**src/rtl/ri5cy_mem_arb_pkg.sv**
```systemverilog
// Purpose : shared constants, request record and helpers for the RI5CY memory arbiter.
// Latency : n/a (declarations only).
// Backpres: n/a.
// Contents: MAX_REQ / MEM_RD_LATENCY limits, clog2_min1() index-width helper, and
//           mem_req_t, the per-port request record muxed onto the memory port.
//           mem_req_t is sized for the widest supported bus (64-bit address and data).
//           Narrower instances fill the low bits and leave the rest zero.
package ri5cy_mem_arb_pkg;

  localparam int MAX_REQ        = 8;
  localparam int MEM_RD_LATENCY = 1;

  localparam int MEM_MAX_AW = 64;
  localparam int MEM_MAX_DW = 64;
  localparam int MEM_MAX_BW = MEM_MAX_DW / 8;

  // Index width for n entries, never below 1 so a 1-bit pointer is always legal.
  function automatic int clog2_min1(input int n);
    int r;
    r = 1;
    while ((1 << r) < n) r = r + 1;
    return r;
  endfunction

  typedef struct packed {
    logic                  we;
    logic [MEM_MAX_BW-1:0] be;
    logic [MEM_MAX_AW-1:0] addr;
    logic [MEM_MAX_DW-1:0] wdata;
  } mem_req_t;

endpackage

```
**src/rtl/ri5cy_mem_arbiter_rr_arbiter.sv**
```systemverilog
// Purpose : combinational round-robin picker; first set req bit at or after ptr, wrapping.
// Latency : 0 cycles (purely combinational).
// Backpres: none; the caller owns the pointer and decides when it advances.
// Ports   : req [N]   request vector
//           ptr [IW]  highest-priority index this cycle (must be < N)
//           gnt [N]   one-hot winner, all zero when req is zero
//           idx [IW]  winner index, zero when there is no winner
module rr_arbiter
  import ri5cy_mem_arb_pkg::*;
#(
  parameter int N  = 2,
  parameter int IW = clog2_min1(N)
) (
  input  logic [N-1:0]  req,
  input  logic [IW-1:0] ptr,
  output logic [N-1:0]  gnt,
  output logic [IW-1:0] idx
);

  logic          found;
  logic [IW:0]   sum;
  logic [IW-1:0] cand;

  // Walk N candidates starting at ptr. The extra sum bit keeps ptr+k exact
  // before the modulo-N fold, which matters when N is not a power of two.
  always_comb begin
    gnt   = '0;
    idx   = '0;
    found = 1'b0;
    sum   = '0;
    cand  = '0;
    for (int k = 0; k < N; k++) begin
      sum = {1'b0, ptr} + (IW + 1)'(k);
      if (sum >= (IW + 1)'(N)) sum = sum - (IW + 1)'(N);
      cand = sum[IW-1:0];
      if (!found && req[cand]) begin
        found     = 1'b1;
        gnt[cand] = 1'b1;
        idx       = cand;
      end
    end
  end

endmodule

```
**src/rtl/ri5cy_mem_arbiter.sv**
```systemverilog
// Purpose : round-robin share of one single-port RI5CY-style SRAM between NUM_REQ requesters.
// Latency : req->gnt 0 cycles, gnt->rvalid 1 cycle; back-to-back grants give full throughput.
// Backpres: ungranted requesters see gnt_o=0 and must hold their request; no state is kept for them.
// Ports   : clk, rstn (synchronous, active-low)
//           req_i/we_i [NUM_REQ], be_i/addr_i/wdata_i packed per requester (requester i at slice i)
//           gnt_o [NUM_REQ] one-hot same cycle, rvalid_o [NUM_REQ] one-hot next cycle,
//           rdata_o broadcast straight from mem_rdata_i
//           mem_req_o/we/be/addr/wdata to the SRAM, mem_rdata_i valid the cycle after mem_req_o
//           lock_i [NUM_REQ] only when MEM_ARB_LOCK_EN is defined
// Config  : `define MEM_ARB_LOCK_EN adds bus locking. A requester granted with lock_i set
//           keeps exclusive ownership until it drops the lock.
module ri5cy_mem_arbiter
  import ri5cy_mem_arb_pkg::*;
#(
  parameter int NUM_REQ    = 2,
  parameter int ADDR_WIDTH = 32,
  parameter int DATA_WIDTH = 32
) (
  input  logic                            clk,
  input  logic                            rstn,
  input  logic [NUM_REQ-1:0]              req_i,
  input  logic [NUM_REQ-1:0]              we_i,
  input  logic [NUM_REQ*DATA_WIDTH/8-1:0] be_i,
  input  logic [NUM_REQ*ADDR_WIDTH-1:0]   addr_i,
  input  logic [NUM_REQ*DATA_WIDTH-1:0]   wdata_i,
`ifdef MEM_ARB_LOCK_EN
  input  logic [NUM_REQ-1:0]              lock_i,
`endif
  output logic [NUM_REQ-1:0]              gnt_o,
  output logic [NUM_REQ-1:0]              rvalid_o,
  output logic [DATA_WIDTH-1:0]           rdata_o,
  output logic                            mem_req_o,
  output logic                            mem_we_o,
  output logic [DATA_WIDTH/8-1:0]         mem_be_o,
  output logic [ADDR_WIDTH-1:0]           mem_addr_o,
  output logic [DATA_WIDTH-1:0]           mem_wdata_o,
  input  logic [DATA_WIDTH-1:0]           mem_rdata_i
);

  localparam int IDX_W = clog2_min1(NUM_REQ);
  localparam int BE_W  = DATA_WIDTH / 8;

  mem_req_t           port_req [NUM_REQ];
  mem_req_t           sel_req;
  logic               unused_sel_bits;

  logic [NUM_REQ-1:0] req_eff;
  logic [NUM_REQ-1:0] arb_gnt;
  logic [IDX_W-1:0]   arb_idx;
  logic               gnt_any;
  logic               lock_hold;

  logic [IDX_W-1:0]   rr_ptr_q, rr_ptr_d;
  logic [NUM_REQ-1:0] rvalid_q, rvalid_d;

  // ------------------------------------------------------------------
  // Request qualification. Reset forces every grant low. While a lock
  // is held only the owner competes.
  // ------------------------------------------------------------------
`ifdef MEM_ARB_LOCK_EN
  logic               lock_vld_q, lock_vld_d;
  logic [IDX_W-1:0]   lock_idx_q, lock_idx_d;

  assign lock_hold = lock_vld_q;

  always_comb begin
    req_eff = '0;
    if (rstn) begin
      if (lock_vld_q) req_eff = req_i & (NUM_REQ'(1) << lock_idx_q);
      else            req_eff = req_i;
    end
  end

  // Lock is taken by a granted, locking transfer. It is released by the owner's
  // next unlocked transfer, or by the owner going idle with the lock dropped.
  always_comb begin
    lock_vld_d = lock_vld_q;
    lock_idx_d = lock_idx_q;
    if (lock_vld_q) begin
      if (!lock_i[lock_idx_q] && (gnt_any || !req_i[lock_idx_q])) lock_vld_d = 1'b0;
    end else if (gnt_any && lock_i[arb_idx]) begin
      lock_vld_d = 1'b1;
      lock_idx_d = arb_idx;
    end
  end

  always_ff @(posedge clk) begin
    if (!rstn) begin
      lock_vld_q <= 1'b0;
      lock_idx_q <= '0;
    end else begin
      lock_vld_q <= lock_vld_d;
      lock_idx_q <= lock_idx_d;
    end
  end
`else
  assign lock_hold = 1'b0;
  assign req_eff   = rstn ? req_i : '0;
`endif

  // ------------------------------------------------------------------
  // Arbitration
  // ------------------------------------------------------------------
  rr_arbiter #(
    .N  (NUM_REQ),
    .IW (IDX_W)
  ) u_rr_arbiter (
    .req (req_eff),
    .ptr (rr_ptr_q),
    .gnt (arb_gnt),
    .idx (arb_idx)
  );

  assign gnt_any   = |arb_gnt;
  assign gnt_o     = arb_gnt;
  assign mem_req_o = gnt_any;

  // ------------------------------------------------------------------
  // Request mux: unpack each port into a full-width record, then select
  // the winner. With no grant the memory sees all-zero data fields.
  // ------------------------------------------------------------------
  always_comb begin
    for (int i = 0; i < NUM_REQ; i++) begin
      port_req[i]                        = '0;
      port_req[i].we                     = we_i[i];
      port_req[i].be[BE_W-1:0]           = be_i[i*BE_W +: BE_W];
      port_req[i].addr[ADDR_WIDTH-1:0]   = addr_i[i*ADDR_WIDTH +: ADDR_WIDTH];
      port_req[i].wdata[DATA_WIDTH-1:0]  = wdata_i[i*DATA_WIDTH +: DATA_WIDTH];
    end
  end

  always_comb begin
    sel_req = '0;
    if (gnt_any) sel_req = port_req[arb_idx];
  end

  assign mem_we_o    = sel_req.we;
  assign mem_be_o    = sel_req.be[BE_W-1:0];
  assign mem_addr_o  = sel_req.addr[ADDR_WIDTH-1:0];
  assign mem_wdata_o = sel_req.wdata[DATA_WIDTH-1:0];

  // The padding above the configured widths is always zero.
  assign unused_sel_bits = ^sel_req;

  // ------------------------------------------------------------------
  // Pointer and response. The pointer moves past the winner. A single
  // requester therefore rotates the pointer too, which costs nothing.
  // Under lock it stays put, so the next requester in line goes first
  // once the lock drops.
  // ------------------------------------------------------------------
  always_comb begin
    rr_ptr_d = rr_ptr_q;
    if (gnt_any && !lock_hold) begin
      if (arb_idx == IDX_W'(NUM_REQ - 1)) rr_ptr_d = '0;
      else                                rr_ptr_d = arb_idx + 1'b1;
    end
  end

  // Memory read latency is one cycle, so the response follows the grant
  // by one flop. Writes get an rvalid too so requesters can count completions.
  assign rvalid_d = arb_gnt;

  always_ff @(posedge clk) begin
    if (!rstn) begin
      rr_ptr_q <= '0;
      rvalid_q <= '0;
    end else begin
      rr_ptr_q <= rr_ptr_d;
      rvalid_q <= rvalid_d;
    end
  end

  assign rvalid_o = rvalid_q;
  assign rdata_o  = mem_rdata_i;

endmodule

```
**config.mk**
```make
export PLATFORM = sky130hd
export DESIGN_NAME = ri5cy_mem_arbiter
export DESIGN_NICKNAME = d
export VERILOG_FILES = /design/src/rtl/ri5cy_mem_arb_pkg.sv /design/src/rtl/ri5cy_mem_arbiter_rr_arbiter.sv /design/src/rtl/ri5cy_mem_arbiter.sv
export SDC_FILE = /design/constraint.sdc
export NUM_CORES = 1
export LEC_CHECK = 0
export CAP_MARGIN = 30
export CELL_PAD_IN_SITES_DETAIL_PLACEMENT = 1
export CELL_PAD_IN_SITES_GLOBAL_PLACEMENT = 2
export CORE_UTILIZATION = 10
export CTS_CLUSTER_DIAMETER = 30
export DETAILED_ROUTE_END_ITERATION = 8
export PLACE_DENSITY = 0.95
export SYNTH_ARGS = -nofsm -noshare
export SYNTH_HDL_FRONTEND = slang
export SYNTH_SLANG_ARGS = --single-unit
```
**constraint.sdc**
```tcl
create_clock -name clk -period 1 [get_ports clk]
set_input_delay 0.15 -clock clk [delete_from_list [all_inputs] [get_ports clk]]
set_output_delay 0.15 -clock clk [all_outputs]
set_load 0.005 [all_outputs]
```
==> flow_summary.toml, run 1 <==
[outcome]
outcome = "finished, violations left"
violations = "setup timing"

[timing]
slew-limit-headroom_pct = 84.14
fin_hold_ws_ns = 0.3000
worst_slack_ns = -0.5635
hold_viol = 0
setup_viol = 73
fmax_mhz = 639.6
period_needed_ns = 1.564
slew_violations = 0
rsz0062_at_grt = "true"
tns_ns = -34.54
worst_pin_slew_ns = 0.2380
skew_ns = 0.0003964
period_share_pct = 156.4

[pwr]
p_comb_share_pct = 71.5
power.leakage_uw = 0.001846
power_frac_clock_pct = 23.6
switching_share_pct = 32.68
pwr-share-seq_pct = 4.9
intPower_uw = 1820
power_switching_uw = 883.6
ir_drop_uv = 345.8
p_total_uw = 2704
powerDensity_nw_per_um2 = 628.2

[global_routing]
overflow = 0
grt_usage_pct = 11.78
grt_pass1_wl_mm = 14.90
antenna_found_initial = 0
grt_max_degree = 43
grt_pass1_vias = 2856

[setup_path]
crit_slowest_cell = "dfxtp_2"
cp.arrival_ns = 1.41
cpPeakStageDelay_ns = 0.33
crit_family = "buffers and inverters"
cp-startpoint = "rr_ptr_q$_SDFFE_PN0P_"
start_kind = "register"
worstSetupPathType = "register to output pin"
timing.rr.start = "rr_ptr_q$_SDFFE_PN0P_"
reg2reg_to = "rvalid_o[0]$_SDFF_PN0_"
crit_cells = 6
worstPathMaxFanout = 6
cp.required_ns = 0.85
crit_end = "mem_addr_o[13]"
rr_worst_depth = 6
ff2ff_setup_slack_ns = -0.12
crit_path_end_kind = "output pin"
worst-path-buf-inv = 3
crit_chain = "nand2b_4 > nand2_8 > buf_12 > buf_6 > o22ai_4 > buf_2"

[layout]
nNetsFinal = 657
drive_above_1_share_pct = 36.51
final_cells = 693
diodes = 0
area_growth_pct = 173.2

[clock_network]
cts_tree = "yes"
cts_buffers = 3
path_clk_slew_ns = 0.03
htree_levels = 1
hold_buffers = 0
clk_latency_ns = 0.22
cts_root_buf = "clkbuf_16"
cts_sinks = 3
cts_buffer_depth = 2

[route]
ant_nets = 0
drt-vias-per-instance = 3.948
drt_iter0_markers = 41
route.final.wire_length_mm = 10.75
num_vias = 2736
first_pass_iters = 3
avgRoutedWirePerCell_um = 15.52
drc = 0

[yosys]
yosys_warnings = 0
avgSynthCellArea_um2 = 5.547
synth_enable_flop_cells = 0
netlist.area_leader.share_pct = 33.12
syn-num-nets = 458
yosys.area.top_type = "nand2_1"
synth_commonest_cells = "nand2_1, o22ai_1, buf_4"
synth-seq-cells = 3
syn_inst = 284
yosys-top-cells-area = "nand2_1, o22ai_1, buf_4, buf_6, dfxtp_1"
async_flop_share_pct = 0
synth_ff_type = "dfxtp_1"
ys_seq_area_share_pct = 3.813
syn_area_um2 = 1575
yosysMostFrequentCell = "nand2_1"
synth.distinct_cells = 14

[die]
die_y_um = 127.5
fp-row-count = 45
initial_core_util_pct = 10.29
die-area_um2 = 16260
num_io_pins = 280
die-width_um = 127.5
coreArea_um2 = 15310

[place]
hpwl_mm = 7.320
portBuffers = 215
dp.cells = 663
gp_congestion = 0.6792

[worst_hold_path]
hold_path_class = "primary input to output pin"

[flow_run]
drv_cap = 0
## layout make-up
cell class | count | area [um2]
Timing Repair Buffer | 254 | 2459
Inverter | 1 | 7.507
Fill cell | 1876 | 11010
Tap cell | 211 | 264.0
Multi-Input combinational cell | 220 | 1434
Sequential cell | 3 | 61.31
Clock buffer | 4 | 78.83
## power by group through the flow
stage               combinational (uW)  sequential, uW  clock [uW]
finish                            1930             132         639
CTS                               1790             131         652
global placement                  1590             133           0
floorplan                          668             133           0
detailed placement                1630             133           0
global route                      2070             132         659
## layout by cell type (no fill, tap or decap)
master / synthesis / final
nand2_1: 139 / 138
clkdlybuf4s50_1: 0 / 138
buf_2: 11 / 72
o22ai_2: 4 / 42
o22ai_1: 65 / 20
buf_6: 14 / 13
buf_4: 34 / 8
o22ai_4: 0 / 7
clkbuf_16: 0 / 7
buf_16: 0 / 7
buf_12: 0 / 7
nor2_2: 0 / 3
nor2_1: 6 / 2
nand2_4: 1 / 2
nand2_8: 0 / 2
dlygate4sd2_1: 0 / 2
dfxtp_1: 3 / 2
clkinvlp_4: 0 / 1
nor2_4: 0 / 1
nand2b_4: 0 / 1
nand2b_1: 2 / 1
a21oi_1: 1 / 1
clkbuf_1: 2 / 1
bufbuf_16: 0 / 1
dlymetal6s2s_1: 0 / 1
buf_8: 0 / 1
dfxtp_2: 0 / 1
## state kept, by name, indices dropped and copies added, names as in the netlist
name / cells
rr_ptr_q: 1
rvalid_o: 2
## worst register-to-register path: stages, from the launching register on
cell and delay, ns:
dfxtp_2 0.33, buf_4 0.12, nand2_4 0.06, nand2_8 0.18, buf_16 0.20, buf_6 0.12
nor2_2 0.03
## logic make-up (layout without fill, tap and decap cells)
logic type / count (synthesis) / after routing / synth area share [%]
AO/OA/AOI/OAI: 70 / 70 / 29.31
buffers and inverters: 62 / 259 / 30.42
AND/OR/NAND/NOR: 149 / 150 / 36.46
flip-flops: 3 / 3 / 3.813
## metal layers
metal,share of wire (%),global-route usage (%)
met5,0,0
met3,6.8,2.973
met1,37,11.82
met2,55,23.56
met4,1.9,3.361
## worst min path at each step
stage | from | end | slack [ns] | cells after the start
after floorplan | req_i[0] | rr_ptr_q$_SDFFE_PN0P_ | 0.31 | 2
after global placement | mem_rdata_i[0] | rdata_o[0] | 0.30 | 0
after detailed placement | mem_rdata_i[0] | rdata_o[0] | 0.30 | 0
after CTS | mem_rdata_i[0] | rdata_o[0] | 0.30 | 0
after global routing | mem_rdata_i[23] | rdata_o[23] | 0.30 | 0
final | mem_rdata_i[2] | rdata_o[2] | 0.30 | 0
## timing repair
action	in CTS	in global routing
endpoints found under the setup margin	76	74
gates cloned	7	5
setup buffers	11	4
gates resized for setup	335	45
pin swaps	16	11
## stage by stage
step	util (%)	setup WS [ns]	cell area [um2]
2_1_floorplan	-	-0.01617	1608
3_3_place_gp	24.41	-1.000	3739
3_5_place_dp	24.41	-1.016	3739
4_1_cts	26.45	-0.6176	4051
5_1_grt	28.10	-0.6189	4304
6_report	28.10	-0.5635	4304
No activity file was read; power rests on OpenSTA's default activity.
==> run 2, diff against run 1 <==
--- a/config.mk
+++ b/config.mk
@@ -12,6 +12,7 @@
 export CTS_CLUSTER_DIAMETER = 30
 export DETAILED_ROUTE_END_ITERATION = 8
 export PLACE_DENSITY = 0.95
+export SLEW_MARGIN = 5
 export SYNTH_ARGS = -nofsm -noshare
 export SYNTH_HDL_FRONTEND = slang
 export SYNTH_SLANG_ARGS = --single-unit
==> results of run 2 <==
Same layout as run 1: the final DEF is identical, and so are final timing and power.
==> run 3, diff against run 2 <==
--- a/config.mk
+++ b/config.mk
@@ -9,7 +9,7 @@
 export CELL_PAD_IN_SITES_DETAIL_PLACEMENT = 1
 export CELL_PAD_IN_SITES_GLOBAL_PLACEMENT = 2
 export CORE_UTILIZATION = 10
-export CTS_CLUSTER_DIAMETER = 30
+export CTS_CLUSTER_DIAMETER = 200
 export DETAILED_ROUTE_END_ITERATION = 8
 export PLACE_DENSITY = 0.95
 export SLEW_MARGIN = 5
==> results of run 3 <==
Same layout as run 1: the final DEF is identical, and so are final timing and power.
